File: src/rtl/quant_unit.sv
// Two-stage requantizer: rounds each unsigned accumulator lane by a per-transfer
// right shift (round-half-up), clamps to 8 bits and counts saturated lanes.
module quant_unit #(
  parameter int LANES = 4,
  parameter int ACC_W = 24
) (
  input  logic                   clk,
  input  logic                   rst,
  input  logic [LANES*ACC_W-1:0] in_data,
  input  logic [4:0]             in_shift,
  input  logic                   in_valid,
  output logic                   in_ready,
  output logic [LANES*8-1:0]     out_data,
  output logic                   out_valid,
  input  logic                   out_ready,
  input  logic                   sat_clr,
  output logic [15:0]            sat_count
);

  localparam int OUT_W = 8;
  localparam logic [ACC_W:0] ONE = {{ACC_W{1'b0}}, 1'b1};
  localparam logic [ACC_W:0] MAX_Q = {{(ACC_W-7){1'b0}}, 8'hFF};

  function automatic logic [15:0] satAdd(input logic [15:0] a, input logic [15:0] b);
    logic [16:0] sum;
    sum = {1'b0, a} + {1'b0, b};
    return sum[16] ? 16'hFFFF : sum[15:0];
  endfunction

  logic                 s1Valid_r;
  logic [ACC_W:0]       s1R_r [LANES];
  logic [4:0]           s1Shift_r;
  logic [4:0]           shiftClamp_s;
  logic [ACC_W:0]       roundAdd_s;
  logic [ACC_W:0]       s1Next_s [LANES];
  logic [ACC_W:0]       q_s [LANES];
  logic [LANES*OUT_W-1:0] s2Next_s;
  logic [15:0]          satLanes_s;
  logic                 s1Load_s;
  logic                 s2Load_s;

  assign s2Load_s = !out_valid || out_ready;
  assign s1Load_s = !s1Valid_r || s2Load_s;
  assign in_ready = s1Load_s;

  // S1 datapath: clamp the shift and add the half-LSB rounding term one bit wider than the input
  always_comb begin
    shiftClamp_s = (in_shift > 5'd16) ? 5'd16 : in_shift;
    roundAdd_s   = (shiftClamp_s == 5'd0) ? {(ACC_W+1){1'b0}} : (ONE << (shiftClamp_s - 5'd1));
    for (int i = 0; i < LANES; i++) begin
      s1Next_s[i] = {1'b0, in_data[i*ACC_W +: ACC_W]} + roundAdd_s;
    end
  end

  // S2 datapath: shift, clamp to 255 and count lanes that clamped
  always_comb begin
    satLanes_s = 16'd0;
    s2Next_s   = {(LANES*OUT_W){1'b0}};
    for (int i = 0; i < LANES; i++) begin
      q_s[i] = s1R_r[i] >> s1Shift_r;
      if (q_s[i] > MAX_Q) begin
        s2Next_s[i*OUT_W +: OUT_W] = 8'hFF;
        satLanes_s = satLanes_s + 16'd1;
      end else begin
        s2Next_s[i*OUT_W +: OUT_W] = q_s[i][OUT_W-1:0];
      end
    end
  end

  // Pipeline registers, output register and saturation counter
  always_ff @(posedge clk) begin
    if (rst) begin
      s1Valid_r <= 1'b0;
      s1Shift_r <= 5'd0;
      out_valid <= 1'b0;
      out_data  <= {(LANES*OUT_W){1'b0}};
      sat_count <= 16'd0;
      for (int i = 0; i < LANES; i++) begin
        s1R_r[i] <= {(ACC_W+1){1'b0}};
      end
    end else begin
      if (s1Load_s) begin
        s1Valid_r <= in_valid;
        if (in_valid) begin
          s1Shift_r <= shiftClamp_s;
          for (int i = 0; i < LANES; i++) begin
            s1R_r[i] <= s1Next_s[i];
          end
        end
      end
      // out_data only changes when a valid item moves in, so it holds under stall
      if (s2Load_s) begin
        out_valid <= s1Valid_r;
        if (s1Valid_r) begin
          out_data <= s2Next_s;
        end
      end
      if (sat_clr) begin
        sat_count <= 16'd0;
      end else if (s2Load_s && s1Valid_r) begin
        sat_count <= satAdd(sat_count, satLanes_s);
      end
    end
  end

endmodule

File: config.mk
export PLATFORM = sky130hd
export DESIGN_NAME = quant_unit
export DESIGN_NICKNAME = d
export VERILOG_FILES = /design/src/rtl/quant_unit.sv
export SDC_FILE = /design/constraint.sdc
export NUM_CORES = 1
export LEC_CHECK = 0
export CAP_MARGIN = 30
export CORE_MARGIN = 2
export CORE_UTILIZATION = 63
export DETAILED_ROUTE_END_ITERATION = 7
export HOLD_SLACK_MARGIN = 0.12
export PLACE_DENSITY_LB_ADDON = 0.05
export SLEW_MARGIN = 25
export SYNTH_ARGS = -nofsm -noshare
export SYNTH_HDL_FRONTEND = slang
export SYNTH_SLANG_ARGS = --single-unit
File: constraint.sdc
create_clock -name clk -period 10.2 [get_ports clk]
set_clock_uncertainty 0.2 [all_clocks]
set_input_delay 2.04 -clock clk [delete_from_list [all_inputs] [get_ports clk]]
set_output_delay 2.04 -clock clk [all_outputs]
set_load 0.1 [all_outputs]
# Yosys cells after proc, flatten, opt, wreduce, memory -nomap -nowiden
# Memories as Yosys holds them, arrays and structs flattened.
# Cells that the tools add are included.
# totals
mem_bits_rw,100
word_cells,59
in_bits,106
n_memories,1
reg_bits,55
# mem_list
name,words,width,rd,rd_clocked_by_memory_dff,wr,line,text
s1R_r,4,25,4,0,4,31,logic [ACC_W:0] s1R_r [LANES];
# op_classes
n_addsub,9
bitwise_logic,4
mux,21
n_reduce_logical,9
n_shift,5
magnitude_cmp,5
# ops
cell,count
$mux W25,5
$add A24 B25 Y25,4
$gt A25 B8 Y1 const B,4
$shr A25 B5 Y25,4
$mux W16,4
$add A16 B1 Y16 const B,3
$mux W8,4
$shl A1 B5 Y25 const A,1
$add A16 B16 Y17,1
$mux W1,7
$gt A5 B5 Y1 const B,1
$logic_not A5 Y1,1
$mux W5,1
$sub A5 B1 Y5 const B,1
$or A1 B1 Y1,4
$reduce_and A2 Y1,2
$logic_not A1 Y1,2
$logic_or A1 B1 Y1,2
$reduce_or A2 Y1,1
$logic_and A1 B1 Y1,1

# Logic depth before layout (Yosys ltp)
# Gate-level depths: netlist (run 1).
# An unclocked memory read counts as a cell.
# logic_depth
word_depth,12
depth_mapped,27
ltp_nobuf,23

# Least setup slack after synthesis (run 1)
# Ideal clock, no wire load.
# synth_path
path_kind,input-to-reg
start,in out_ready
end,"mem s1R_r[0][0] (netlist name), enable pin"
slack_ps,4544
path_stages,4
path_buffers,0
t_required_ps,9545
arrival_ps,5001
path_cell_list,nor2b_1 nand2_1 a21oi_1 inv_1
# synth_rtl
element,line,text
start: declaration,15,"input logic out_ready,"
end: declaration,31,

==> summary.md, run 1 <==
| Metric | Value |
|---|---|
| CTS sink count | `~160` |
| Final setup vio count | `0` |
| P_sw | `roughly 700 uW` |
| Mapped Avg Cell Area | `9.35 sq um` |
| Fmax | `about 150 MHz` |
| Routed wire length | `41300 microns` |
| WL/cell | `20.5 microns` |
| CTS clock-pin slew for the worst setup and hold paths | `0.06 ns` |
| Iteration count of the initial detailed-routing pass | `6` |
| CTS buffer count | `17` |
| Horiz. Die Dim | `156 microns` |
| CORE AREA | `~0.023 sq mm` |
| GRT Overall Usage | `33.9%` |
| Flops & latches, synth | `roughly 160` |
| Die height | `roughly 160 microns` |
| Total number of vias | `13.3k` |
| PortBufs | `between 150 and 200` |
| Critical Path Sink Type | `register` |
| Initial core utilization | `64.4%` |
| Cells after Synth | `1565` |
| Max-Cap Viols | `0` |
| N_diodes | `0` |
| Area Overhead vs Synth | `16.7%` |
| Most used DFF post-synth | `edfxtp_1` |
| Post-Syn Area | `0.0146 sq mm` |
| P_int | `roughly 1400 uW` |
| Crit path DAT | `6.59 ns` |
| Lkg Pwr | `0.00674 uW` |
| Synth area leaders | `edfxtp_1 21%, mux4_2 9.8%, ha_1 8.8%` |
| Compound-cell area share of the yosys netlist | `about a fifth` |
| Cell accounting for the most synthesized area | `edfxtp_1` |
| Post-cts hold buffer count | `0` |
| Sw Share | `about a third` |
| DRT antenna net count | `0` |
| Initial antenna violation count | `0` |
| Rows | `55` |
| Worst-Skew Late Latency | `0.44 ns` |
| Pins Over Slew Limit | `0` |
| Postcts setup bufs | `0` |
| R2R Setup Slk | `3.59 ns` |
| Period utilisation layout | `64.9%` |
| Kind of critical path | `in -> reg` |
| Share of cells above drive strength 1 | `9.04%` |
| DRC viols | `0` |
| First-pass GRT wire length | `approximately 66000 microns` |
| Largest fanout on the critical path | `10` |
| H-tree levels | `4` |
| Synth cell count leaders | `197 x nor2_1, 109 x a21oi_1, 103 x ha_1` |
| Largest net degree at the start of global routing | `80` |
| Seq/Total Area, Yosys | `28.0%` |
| Setup TNS | `0 ns` |
| Post-CTS Resized | `0` |
| Die area | `0.0245 sq mm` |
| Largest family of logic cells by synthesized area | `compound AO/OA/AOI/OAI gates` |
| Startpoint types | `input pin` |
| Post-DR vias/cell | `roughly 6.6` |
| Root cell of the clock tree | `clkbuf_16` |
| Post-synth EDFFs | `100` |
| Fillers | `between 1.5k and 2k` |
| Dpl ws | `3.28 ns` |
| Yosys cell types | `81` |
| Util after Layout | `75.2%` |
| Worst-Margin Slew | `around 1.1 ns` |
| Final hold vios | `0` |
| Yosys top cell area share | `20.5%` |
| Post-synthesis simple-gate area fraction | `roughly 17%` |
| Final WS setup | `3.58 ns` |
| Adder-Cell Fraction of Synth Area | `around a tenth` |
| RSZ-0062 raised after global routing | `no` |
| Combinational Power Share | `29.5%` |
| Longest Clk Path Bufs | `2` |
| Ys Warns | `0` |
| Final net count | `roughly 1.9k` |
| Vias in the first global route | `12.4k` |
| Cell with the most instances after synthesis | `nor2_1` |
| Detailed router's first-iteration violation count | `1423` |
| Status | `complete, no violations` |
| Mux cell area share after synthesis | `18.0%` |
| Ports | `around 160` |
| CTS tree | `built` |
| Max_slew headroom | `28.6%` |
| Critical Path RT | `10.16 ns` |
| FFs w/ async S/R, synth | `0%` |
| Hold/Removal Path Class | `reg -> reg` |
| XOR/XNOR Fraction of Synth Area | `3.53%` |
| GP Congestion | `0.947` |
| Worst hold margin | `0.293 ns` |
| Max IR drop VDD | `86.6 uV` |
| GRT Residual Overflow | `0` |
| PD cells | `~120 mW/mm^2` |
| Final Critical Period | `around 6.6 ns` |
| HPWL Detailed | `29800 microns` |
| Seq pwr share | `36.5%` |
| Clock power share | `34.0%` |
-- cells in the final DEF (no fill, tap or decap), types with 21 or more instances in the layout --
master / synthesis / final
nor3_1: 65 / 65
a21oi_1: 109 / 109
inv_1: 47 / 46
xor2_1: 30 / 30
mux4_2: 64 / 64
nand2_1: 93 / 93
o21ai_0: 85 / 85
a211oi_1: 29 / 29
dfxtp_1: 55 / 52
nand3_1: 36 / 36
mux2i_1: 73 / 73
o21a_1: 25 / 25
conb_1: 1 / 33
clkdlybuf4s50_1: 0 / 155
ha_1: 103 / 103
a21o_1: 39 / 39
nor2_1: 197 / 197
nor2b_1: 24 / 23
edfxtp_1: 100 / 100
xnor2_1: 29 / 29
clkbuf_16: 0 / 21
-- final timing paths --
| kind | to | cells past startpoint | start |
|---|---|---|---|
| max | s1R_r[0][20] | 15 | in_shift[4] |
| min | out_data[29] | 2 | out_data[29] |
| max reg2reg | sat_count[11] | 21 | s1Shift_r[0] |
| min reg2reg | out_data[29] | 2 | out_data[29] |
-- area by class of cell --
| class | instances | area, sq um | area share [%] |
|---|---|---|---|
| Inverter | 50 | 189 | 1.11 |
| Timing Repair Buffer | 176 | 1730 | 10.1 |
| Multi-Input combinational cell | 1313 | 10000 | 58.6 |
| Tap cell | 285 | 357 | 2.09 |
| Clock inverter | 8 | 113 | 0.660 |
| Sequential cell | 155 | 4110 | 24.1 |
| Clock buffer | 24 | 567 | 3.32 |
-- worst max-delay path, stage by stage --
cell	delay [ns]
clkdlybuf4s50_1	0.88
nor2b_1	0.38
nand2b_1	0.15
nor3_1	0.46
ha_1	0.30
inv_1	0.08
fa_1	0.43
nand2b_1	0.17
a21oi_1	0.28
o41ai_1	0.14
o21bai_1	0.26
a21oi_1	0.23
o311ai_0	0.56
xnor2_1	0.19
nor2_1	0.05
-- logic make-up (layout without fill, tap and decap cells) --
group / after synthesis / in the layout
AO/OA/AOI/OAI: 431 / 431
XOR/XNOR: 59 / 59
adder cells (fa/ha/maj): 108 / 108
buffers and inverters: 129 / 258
flip-flops: 155 / 155
multiplexers: 161 / 161
other: 1 / 33
AND/OR/NAND/NOR: 521 / 521
-- flip-flops by register name, summed over array words and instances, names as in the netlist --
| name | count |
|---|---|
| out_data | 32 |
| out_valid | 1 |
| s1Valid_r | 1 |
| sat_count | 16 |
| s1Shift_r | 5 |
| s1R_r | 100 |
-- power groups by stage --
stage	logic, uW	registers [uW]	clock network [uW]
after floorplan	384	835	0
after global placement	594	780	0
after detailed placement	605	783	0
after CTS	612	770	720
after global routing	675	777	747
final	625	772	720
-- through the flow --
step           cells  instance area, sq um  total power [uW]
6_report        2011                 17100              2120
5_1_grt         2011                 17100              2200
4_1_cts         2010                 17000              2100
3_5_place_dp    1978                 16400              1390
3_3_place_gp    1977                 16400              1370
2_1_floorplan   1597                 14800              1220
-- metal layers --
metal	global-route usage (%)	wire length [microns]	vias up
met2	53.4	18700	747
li1	-	-	6283
met3	5.21	3810	109
met4	13.9	1660	0
met1	47.1	17100	6177
met5	0	0	-
Note: power is estimated with default switching activity, not from simulation.
==> inputs of run 2 (changes only) <==
--- a/config.mk
+++ b/config.mk
@@ -7,7 +7,7 @@
 export LEC_CHECK = 0
 export CAP_MARGIN = 30
 export CORE_MARGIN = 2
-export CORE_UTILIZATION = 63
+export CORE_UTILIZATION = 59
 export DETAILED_ROUTE_END_ITERATION = 7
 export HOLD_SLACK_MARGIN = 0.12
 export PLACE_DENSITY_LB_ADDON = 0.05
==> constraint.sdc (replaced) <==
create_clock -name clk -period 6.6 [get_ports clk]
set_clock_uncertainty 0.2 [all_clocks]
set_input_delay 1.32 -clock clk [delete_from_list [all_inputs] [get_ports clk]]
set_output_delay 1.32 -clock clk [all_outputs]
set_load 0.1 [all_outputs]
==> run 2 against run 1 <==
Effect of this change: power is 51% higher; clock power up 42%; critical path depth increased by 4; global-route usage fell by 1.7 points; hold slack got worse by 0.00092 ns; sequential share of layout area shrank 0.088 points; via count up 0.17%; worst setup slack got worse by 2.9 ns; clock-buffer cell count down 6; sequential cell count stayed put; critical path type is now reg -> reg.
==> summary.md, run 2 (same netlist as run 1, synthesis figures left out) <==
| Metric | Value |
|---|---|
| Status | `complete, no violations` |
| RSZ-0062 raised after global routing | `no` |
| First-pass GRT wire length | `66300 microns (+1.0%)` |
| Initial antenna violation count | `0 (unchanged)` |
| Fmax | `170 MHz` |
| PD cells | `186 mW/mm^2 (+50%)` |
| Lkg Pwr | `0.00675 uW (+0.18%)` |
| Worst-Skew Late Latency | `0.45 ns (about the same)` |
| Ports | `156 (unchanged)` |
| Die height | `161 microns (+3.2%)` |
| Final Critical Period | `5.89 ns` |
| Max-Cap Viols | `0 (unchanged)` |
| Worst-Margin Slew | `0.982 ns (-0.0846 ns)` |
| Critical Path RT | `6.74 ns (-3.42 ns)` |
| WL/cell | `20.4 microns (-0.54%)` |
| Startpoint types | `register` |
| Max_slew headroom | `34.3% (+5.7 points)` |
| Critical Path Sink Type | `register` |
| Crit path DAT | `6.02 ns (-0.57 ns)` |
| Post-cts hold buffer count | `0 (unchanged)` |
| GP Congestion | `0.940 (-0.69%)` |
| CTS tree | `built` |
| Most flops, register | `s1R_r` |
| Area Overhead vs Synth | `17.1%` |
| Vias in the first global route | `12.3k (-0.78%)` |
| Root cell of the clock tree | `clkbuf_16` |
| H-tree levels | `4 (unchanged)` |
| DRT antenna net count | `0 (unchanged)` |
| Util after Layout | `70.5% (-4.7 points)` |
| Max reg flops | `100 (unchanged)` |
| Die area | `0.0261 sq mm (+6.6%)` |
| Iteration count of the initial detailed-routing pass | `5 (-1)` |
| Biggest regs | `s1R_r: 100 flops, out_data: 32 flops, sat_count: 16 flops` |
| CORE AREA | `0.0243 sq mm (+7.1%)` |
| CTS buffer count | `17 (unchanged)` |
| Largest fanout on the critical path | `52 (+42)` |
| CTS sink count | `155 (unchanged)` |
| CTS clock-pin slew for the worst setup and hold paths | `0.07 ns (about the same)` |
| Commonest cells after routing, fill and taps aside | `197 x nor2_1, 155 x clkdlybuf4s50_1, 109 x a21oi_1` |
| Period utilisation layout | `~89%` |
| Hold/Removal Path Class | `reg -> reg` |
| Post-DR vias/cell | `6.46 (-2.5%)` |
| N_diodes | `0 (unchanged)` |
| Rows | `57 (+3.6%)` |
| DRC viols | `0 (unchanged)` |
| Initial core utilization | `60.2% (-4.3 points)` |
| Setup TNS | `0 ns (unchanged)` |
| Total number of vias | `13.3k (+0.17%)` |
| Postcts setup bufs | `0 (unchanged)` |
| Largest net degree at the start of global routing | `63 (-21%)` |
| GRT Overall Usage | `32.2% (-1.7 points)` |
| Leading cell type in the layout, fill and taps excluded | `nor2_1` |
| Final setup vio count | `0 (unchanged)` |
| Horiz. Die Dim | `161 microns (+3.2%)` |
| Detailed router's first-iteration violation count | `1506 (+5.8%)` |
| Final hold vios | `0 (unchanged)` |
| Fillers | `1925 (+16%)` |
| Post-CTS Resized | `0 (unchanged)` |
| Final net count | `1943 (+0.83%)` |
| Routed wire length | `42200 microns (+2.2%)` |
| GRT Residual Overflow | `0 (unchanged)` |
| Longest Clk Path Bufs | `2 (unchanged)` |
| Kind of critical path | `reg -> reg` |
| Max IR drop VDD | `177 uV (+100%)` |
| PortBufs | `155 (unchanged)` |
| HPWL Detailed | `31800 microns (+6.4%)` |
| Pins Over Slew Limit | `0 (unchanged)` |
| Share of cells above drive strength 1 | `9.59% (+0.55 points)` |
==> run 2: cell count changes in the layout (fill, tap and decap cells not counted), sizes merged <==
cell	change
buf	+16
bufinv	+1
clkbuf	-6
clkinv	+1
clkinvlp	+3
inv	+1
==> run 2: path summary, 6_finish.rpt <==
path	cells past startpoint	to	slack [ns]	start
worst max register to register	19	sat_count[12]	0.71	s1Shift_r[1]
worst min-delay path	2	out_data[17]	0.29	out_data[17]
worst min register to register	2	out_data[17]	0.29	out_data[17]
worst max-delay path	19	sat_count[12]	0.71	s1Shift_r[1]
==> run 2: layout make-up <==
| cell class | instances | area (sq um) | area share [%] |
|---|---|---|---|
| Inverter | 50 | 189 | 1.10 |
| Tap cell | 324 | 405 | 2.37 |
| Clock buffer | 18 | 429 | 2.50 |
| Multi-Input combinational cell | 1313 | 10000 | 58.4 |
| Clock inverter | 14 | 168 | 0.978 |
| Timing Repair Buffer | 192 | 1830 | 10.7 |
| Sequential cell | 155 | 4110 | 24.0 |
==> run 2: worst max-delay path, cell delays in order (launching register included) <==
cell     delay [ns]
dfxtp_4        0.89
buf_4          0.66
mux4_1         0.67
or4_1          0.49
nor2_1         0.10
a31oi_1        0.05
o21ai_1        0.14
a32oi_1        0.30
xor2_1         0.28
ha_1           0.21
inv_1          0.06
fa_1           0.40
nor2b_1        0.12
o21ai_0        0.11
a21oi_1        0.30
nand2_1        0.10
nor2_1         0.26
and3_1         0.23
nand3_1        0.08
o211a_1        0.12
==> run 2: metrics by stage <==
stage               hold WS [ns]  std cells  power (uW)  area, sq um  worst slack (ns)
finish                     0.292       2066        3190        17100             0.713
CTS                        0.293       2066        3170        17100             0.740
detailed placement         0.281       2034        2160        16500             0.752
global route               0.309       2066        3320        17100             0.271
global placement           0.279       2034        2140        16500             0.881
floorplan                  0.296       1597        1880        14800              1.55
==> run 2: report_power, final <==
part / leakage, uW / switching (uW) / internal [uW] / total (uW)
sequential: 0.00155 / 85.3 / 1110 / 1200
combinational: 0.00492 / 566 / 402 / 968
clock: 0.000280 / 424 / 596 / 1020
total: 0.00675 / 1080 / 2110 / 3190
==> run 2: routing by layer <==
metal / part of all wire, % / up-vias / GRT usage, % / wire length (microns)
li1: - / 6334 / - / -
met2: 45 / 662 / 49.7 / 18900
met1: 44 / 6268 / 46.6 / 18700
met5: 0 / - / 0 / 0
met3: 8.2 / 74 / 4.73 / 3460
met4: 2.7 / 0 / 10.8 / 1150
==> inputs of run 3 (changes only) <==
--- a/config.mk
+++ b/config.mk
@@ -8,9 +8,11 @@
 export CAP_MARGIN = 30
 export CORE_MARGIN = 2
 export CORE_UTILIZATION = 59
+export CTS_CLUSTER_DIAMETER = 30
 export DETAILED_ROUTE_END_ITERATION = 7
 export HOLD_SLACK_MARGIN = 0.12
 export PLACE_DENSITY_LB_ADDON = 0.05
+export SKIP_CTS_REPAIR_TIMING = 1
 export SLEW_MARGIN = 25
 export SYNTH_ARGS = -nofsm -noshare
 export SYNTH_HDL_FRONTEND = slang
==> results of run 3 <==
The final DEF is identical to that of run 2; final timing and power are the same.
